$ cat config.mk
export PLATFORM = sky130hd
export DESIGN_NAME = difference_reconstruction
export DESIGN_NICKNAME = d
export VERILOG_FILES = /design/src/rtl/difference_reconstruction_pkg.sv /design/src/rtl/difference_reconstruction.sv
export SDC_FILE = /design/constraint.sdc
export NUM_CORES = 1
export LEC_CHECK = 0
export ABC_AREA = 1
export CAP_MARGIN = 30
export CORE_MARGIN = 5
export CORE_UTILIZATION = 52
export DETAILED_ROUTE_END_ITERATION = 10
export GPL_ROUTABILITY_DRIVEN = 0
export GPL_TIMING_DRIVEN = 0
export PLACE_DENSITY_LB_ADDON = 0.3
export SYNTH_ARGS = -nofsm -noshare
export SYNTH_HDL_FRONTEND = slang
export SYNTH_SLANG_ARGS = --single-unit
$ cat constraint.sdc
create_clock -name clk -period 3.95 [get_ports clk]
set_input_delay 0.395 -clock clk [delete_from_list [all_inputs] [get_ports clk]]
set_output_delay 0.395 -clock clk [all_outputs]
set_load 0.02 [all_outputs]
$ cat src/rtl/difference_reconstruction_pkg.sv
// ---------------------------------------------------------------------------
// difference_reconstruction_pkg
// Shared constants and types for the difference encoder/reconstruction pair.
// Both sides import this so they agree on the element count and data width.
//   NUM_ELEMS : number of list elements / differences (9)
//   DATA_W    : default element width (8)
//   CNT_W     : width of the unique-element count (4)
//   state_t   : reconstruction FSM states
// ---------------------------------------------------------------------------
package difference_reconstruction_pkg;

    localparam int NUM_ELEMS = 9;
    localparam int DATA_W    = 8;
    localparam int CNT_W     = 4;

    typedef enum logic {
        IDLE  = 1'b0,
        ACCUM = 1'b1
    } state_t;

endpackage : difference_reconstruction_pkg

$ cat src/rtl/difference_reconstruction.sv
// ---------------------------------------------------------------------------
// difference_reconstruction
// Rebuilds a sorted, duplicate-free list from a base value and successive
// differences by running accumulation, one element per clock.
// Ports:
//   clk, rst_n       : clock (rising edge), asynchronous active-low reset
//   start            : decode request, sampled only while idle
//   in1..in9         : in1 = base, inK = out(K) - out(K-1)
//   unique_count     : number of valid elements N (0..9)
//   out1..out9       : reconstructed list, entries above N are zero
//   busy             : high while accumulating
//   done             : one-cycle pulse when the result is complete
//   err              : unique_count > 9 on the accepted start (sticky)
//   ovf              : an accumulation wrapped (sticky)
// ---------------------------------------------------------------------------
module difference_reconstruction
    import difference_reconstruction_pkg::*;
#(
    parameter int W = DATA_W
) (
    input  logic             clk,
    input  logic             rst_n,
    input  logic             start,
    input  logic [W-1:0]     in1,
    input  logic [W-1:0]     in2,
    input  logic [W-1:0]     in3,
    input  logic [W-1:0]     in4,
    input  logic [W-1:0]     in5,
    input  logic [W-1:0]     in6,
    input  logic [W-1:0]     in7,
    input  logic [W-1:0]     in8,
    input  logic [W-1:0]     in9,
    input  logic [CNT_W-1:0] unique_count,
    output logic [W-1:0]     out1,
    output logic [W-1:0]     out2,
    output logic [W-1:0]     out3,
    output logic [W-1:0]     out4,
    output logic [W-1:0]     out5,
    output logic [W-1:0]     out6,
    output logic [W-1:0]     out7,
    output logic [W-1:0]     out8,
    output logic [W-1:0]     out9,
    output logic             busy,
    output logic             done,
    output logic             err,
    output logic             ovf
);

    logic [W-1:0]     in_arr [NUM_ELEMS];

    state_t           state_q, state_d;
    logic [CNT_W-1:0] idx_q,   idx_d;
    logic [CNT_W-1:0] cnt_q,   cnt_d;
    logic [W-1:0]     diff_q [NUM_ELEMS];
    logic [W-1:0]     diff_d [NUM_ELEMS];
    logic [W-1:0]     out_q  [NUM_ELEMS];
    logic [W-1:0]     out_d  [NUM_ELEMS];
    logic             busy_q, busy_d;
    logic             done_q, done_d;
    logic             err_q,  err_d;
    logic             ovf_q,  ovf_d;

    logic [W-1:0]     prev_val;
    logic [W-1:0]     cur_diff;
    logic [W:0]       sum;

    assign in_arr[0] = in1;
    assign in_arr[1] = in2;
    assign in_arr[2] = in3;
    assign in_arr[3] = in4;
    assign in_arr[4] = in5;
    assign in_arr[5] = in6;
    assign in_arr[6] = in7;
    assign in_arr[7] = in8;
    assign in_arr[8] = in9;

    // Single shared adder: element idx is the previous element plus the
    // idx-th difference. For idx == 1 the previous value is taken as zero so
    // the base passes straight through and can never carry.
    always_comb begin
        prev_val = '0;
        cur_diff = '0;
        for (int k = 0; k < NUM_ELEMS; k++) begin
            if (idx_q == CNT_W'(k + 1)) begin
                cur_diff = diff_q[k];
            end
        end
        for (int k = 1; k < NUM_ELEMS; k++) begin
            if (idx_q == CNT_W'(k + 1)) begin
                prev_val = out_q[k-1];
            end
        end
        sum = {1'b0, prev_val} + {1'b0, cur_diff};
    end

    always_comb begin
        state_d = state_q;
        idx_d   = idx_q;
        cnt_d   = cnt_q;
        diff_d  = diff_q;
        out_d   = out_q;
        busy_d  = busy_q;
        done_d  = 1'b0;
        err_d   = err_q;
        ovf_d   = ovf_q;

        case (state_q)
            IDLE: begin
                if (start) begin
                    diff_d = in_arr;
                    cnt_d  = unique_count;
                    out_d  = '{default: '0};
                    err_d  = 1'b0;
                    ovf_d  = 1'b0;
                    idx_d  = CNT_W'(1);
                    if (unique_count == '0) begin
                        done_d = 1'b1;
                    end else if (unique_count > CNT_W'(NUM_ELEMS)) begin
                        err_d  = 1'b1;
                        done_d = 1'b1;
                    end else begin
                        state_d = ACCUM;
                        busy_d  = 1'b1;
                    end
                end
            end
            ACCUM: begin
                for (int k = 0; k < NUM_ELEMS; k++) begin
                    if (idx_q == CNT_W'(k + 1)) begin
                        out_d[k] = sum[W-1:0];
                    end
                end
                if (sum[W]) begin
                    ovf_d = 1'b1;
                end
                if (idx_q == cnt_q) begin
                    state_d = IDLE;
                    busy_d  = 1'b0;
                    done_d  = 1'b1;
                end else begin
                    idx_d = idx_q + CNT_W'(1);
                end
            end
            default: begin
                state_d = IDLE;
                busy_d  = 1'b0;
            end
        endcase
    end

    always_ff @(posedge clk or negedge rst_n) begin
        if (!rst_n) begin
            state_q <= IDLE;
            idx_q   <= '0;
            cnt_q   <= '0;
            diff_q  <= '{default: '0};
            out_q   <= '{default: '0};
            busy_q  <= 1'b0;
            done_q  <= 1'b0;
            err_q   <= 1'b0;
            ovf_q   <= 1'b0;
        end else begin
            state_q <= state_d;
            idx_q   <= idx_d;
            cnt_q   <= cnt_d;
            diff_q  <= diff_d;
            out_q   <= out_d;
            busy_q  <= busy_d;
            done_q  <= done_d;
            err_q   <= err_d;
            ovf_q   <= ovf_d;
        end
    end

    assign out1 = out_q[0];
    assign out2 = out_q[1];
    assign out3 = out_q[2];
    assign out4 = out_q[3];
    assign out5 = out_q[4];
    assign out6 = out_q[5];
    assign out7 = out_q[6];
    assign out8 = out_q[7];
    assign out9 = out_q[8];
    assign busy = busy_q;
    assign done = done_q;
    assign err  = err_q;
    assign ovf  = ovf_q;

endmodule : difference_reconstruction
==> flow_summary.ini <==
[critical_path]
crit_fanout = 10
cp-start-kind = flop
crit_path_end_kind = flop
cp.required_ns = 4.24
critPathKind = reg -> reg
arrival_ns = 3.93

[route]
drt_iter0_drc = 650
via_count = 7427
routedWlPerCell_um = 15.65
via_per_inst = 5.230
drtPass1Iterations = 6
drcViolationCount = 0
antenna_left = 0
drt-total-wl_um = 22220

[die]
start_util = 0.5232
rows = 45
ios = 155
die_area_um2 = 17690
die_h_um = 133.0
design.core.area_um2 = 15030
die_w_um = 133.0

[global_route]
grt.total_usage = 0.2510
grt_pass1_wl_um = 35330
grt_remaining_overflow = 0
grt_antenna_before_repair = 0
first_global_vias = 6992
grt_max_degree = 84

[synthesis]
synth_edf_count = 0
syn_area_um2 = 7865
syn_inst = 1039
ys.flop_type = dfrtp_1
yosysTopAreaCellShare = 0.4995
ys_ff_latch = 157
synth.distinct_cells = 29
synth_mux_area_frac = 0
synth_most_common_cell = nand2_1
syn_nets = 1131
yosys.area_share.simple = 0.3277
synth_largest_area_cell = dfrtp_1
synth_top_family_by_area = simple AND/OR/NAND/NOR gates
syn_area_per_cell_um2 = 7.570
synthTopCellsByArea = dfrtp_1, nand2_1, o21ai_0
synth_async_sr_flop_share = 1.000
ys_seq_area_frac = 0.4995
synth-compound-area-share = 0.07493
synthAdderAreaFrac = 0.02164
synth_warnings = 0
synthTopCellsByCount = nand2_1, dfrtp_1, o21ai_0, inv_1, nand3_1
synth-xor-area-share = 0.005568

[layout]
drive_gt1_frac = 0.08685
fill_cells = 1212
fin_nets = 1311
num_antenna_cells = 0
syn_to_final_growth_pct = 31.51
final_util = 0.6881

[job]
drv_cap = 0

[clock_network]
insertion_delay_ns = 0.43
cts_made_buffers = 17
clkTransAtPathRegs_ns = 0.06
cts_max_path_buffers = 2
cts.sinks = 157
cts_max_level = 4
cts_tree = yes
root_buffer = clkbuf_16

[sta]
worst_pin_slew_ns = 0.7850
slew_headroom = 0.4732
holdWs_ns = -0.03120
setup_viol = 0
rsz0062_at_grt = false
final_hold_viol_count = 15
max_freq_mhz = 274.6
final.period_utilization = 0.9220
finClkSkew_ns = 0.005557
period_needed_ns = 3.642
final_max_slew_viol_count = 0

[pwr]
p_leak_nw = 5.185
finalPower_mw = 8.546
power.density_nw_per_um2 = 826.2
ir_worst_vdd_mv = 0.3813

[hold_path]
hold_class = in -> async

[place]
io_buffers = 154
place_hpwl_um = 16340

[run_status]
status = finished, violations left
violations = hold timing
==> per-layer routing <==
layer,vias up,wire (um),part of all wire,global-route usage
met4,0,454,0.020,0.08314
met5,-,0,0,0
li1,3635,-,-,-
met1,3450,9837,0.44,0.3424
met2,303,10290,0.46,0.4038
met3,39,1633,0.074,0.05019
==> through the flow <==
step                std cells  TNS (ns)  setup WS (ns)  instance area (um^2)
floorplan                1039         0         0.8048                  7865
global placement         1381   -588.38         -3.756                  9642
detailed placement       1382    -1.477        -0.1719                  9671
CTS                      1414         0        0.05664                 10270
global route             1420         0       0.009559                 10340
finish                   1420         0         0.3080                 10340
==> layout make-up <==
class / instances / area, um^2 / share of cell area
multi-input cells: 755 / 3411 / 0.3297
plain buffers: 45 / 247.7 / 0.02395
clock buffers: 20 / 446.7 / 0.04318
well taps: 188 / 235.2 / 0.02274
repair buffers: 161 / 1615 / 0.1562
inverters: 82 / 314.1 / 0.03036
flip-flops and latches: 157 / 3929 / 0.3798
clock inverters: 12 / 145.1 / 0.01403
==> where the power goes <==
part	total, mW	internal (mW)	switching (mW)
sequential	2.71	2.27	0.439
clock	1.65	1.00	0.645
combinational	4.19	1.47	2.72
==> worst max-delay path: stages (launching register included) <==
cell	delay, ns
dfrtp_1	0.46
inv_1	0.10
ha_1	0.20
buf_2	0.17
inv_2	0.14
nor2_8	0.08
inv_2	0.11
clkbuf_4	0.23
nand3_1	0.12
nand2_1	0.08
nand2_1	0.06
a21oi_1	0.19
ha_1	0.32
a21oi_1	0.16
nand2_1	0.12
nand4_1	0.10
nand3_1	0.08
or2_2	0.27
nand2_1	0.33
o21ai_0	0.15
==> repair_timing <==
item	in CTS	in global routing
hold buffers	0	0
buffers inserted	0	6
pin swaps	0	2
gates resized for setup	2	7
setup endpoints to repair	17	54
==> layout by cell type (no fill, tap or decap) <==
| cell | count |
|---|---|
| buf_4 | 7 |
| clkbuf_16 | 17 |
| nor2_8 | 2 |
| fa_1 | 1 |
| a21oi_1 | 17 |
| buf_6 | 7 |
| clkinv_1 | 1 |
| inv_4 | 1 |
| clkinv_2 | 5 |
| o22ai_1 | 9 |
| or2_2 | 18 |
| nor2_1 | 29 |
| ha_1 | 12 |
| o21ai_1 | 3 |
| clkdlybuf4s50_1 | 153 |
| xor2_1 | 1 |
| nor2_4 | 4 |
| clkbuf_1 | 16 |
| nand2_1 | 485 |
| or2_0 | 2 |
| nand3_1 | 71 |
| o21ai_4 | 2 |
| nand4_1 | 9 |
| xnor2_1 | 4 |
| dfrtp_1 | 157 |
| a21oi_2 | 2 |
| o21ai_0 | 81 |
| inv_2 | 8 |
| buf_2 | 21 |
| clkbuf_8 | 1 |
| nor3_2 | 1 |
| buf_1 | 2 |
| nor3_4 | 1 |
| o211ai_1 | 1 |
| buf_16 | 1 |
| inv_1 | 71 |
| bufinv_16 | 3 |
| clkbuf_4 | 1 |
| clkinvlp_4 | 5 |
==> logic make-up after synthesis <==
family	Yosys count
flip-flops	157
buffers and inverters	127
AO/OA/AOI/OAI	115
adder cells (fa/ha/maj)	13
AND/OR/NAND/NOR	622
XOR/XNOR	5
==> flip-flops by register name, indices dropped and copies added, names as in the netlist <==
name     cells
busy         1
out1         8
idx_q        4
ovf          1
out9         8
done         1
out7         8
out3         8
cnt_q        4
out5         8
out8         8
out4         8
out2         8
state_q      1
err          1
diff_q      72
out6         8
==> path summary, 6_finish.rpt <==
| check | from | end | slack [ns] | depth (start not counted) |
|---|---|---|---|---|
| worst min-delay path | rst_n | out1[1] | -0.03 | 1 |
| worst max register to register | idx_q[0] | out8[7] | 0.31 | 19 |
| worst min register to register | diff_q[30] | diff_q[30] | 0.48 | 2 |
| min in group clk | diff_q[30] | diff_q[30] | 0.48 | 2 |
| worst max-delay path | idx_q[0] | out8[7] | 0.31 | 19 |
| max in group asynchronous | rst_n | diff_q[11] | 3.16 | 2 |
Note: power is estimated with default switching activity, not from simulation.
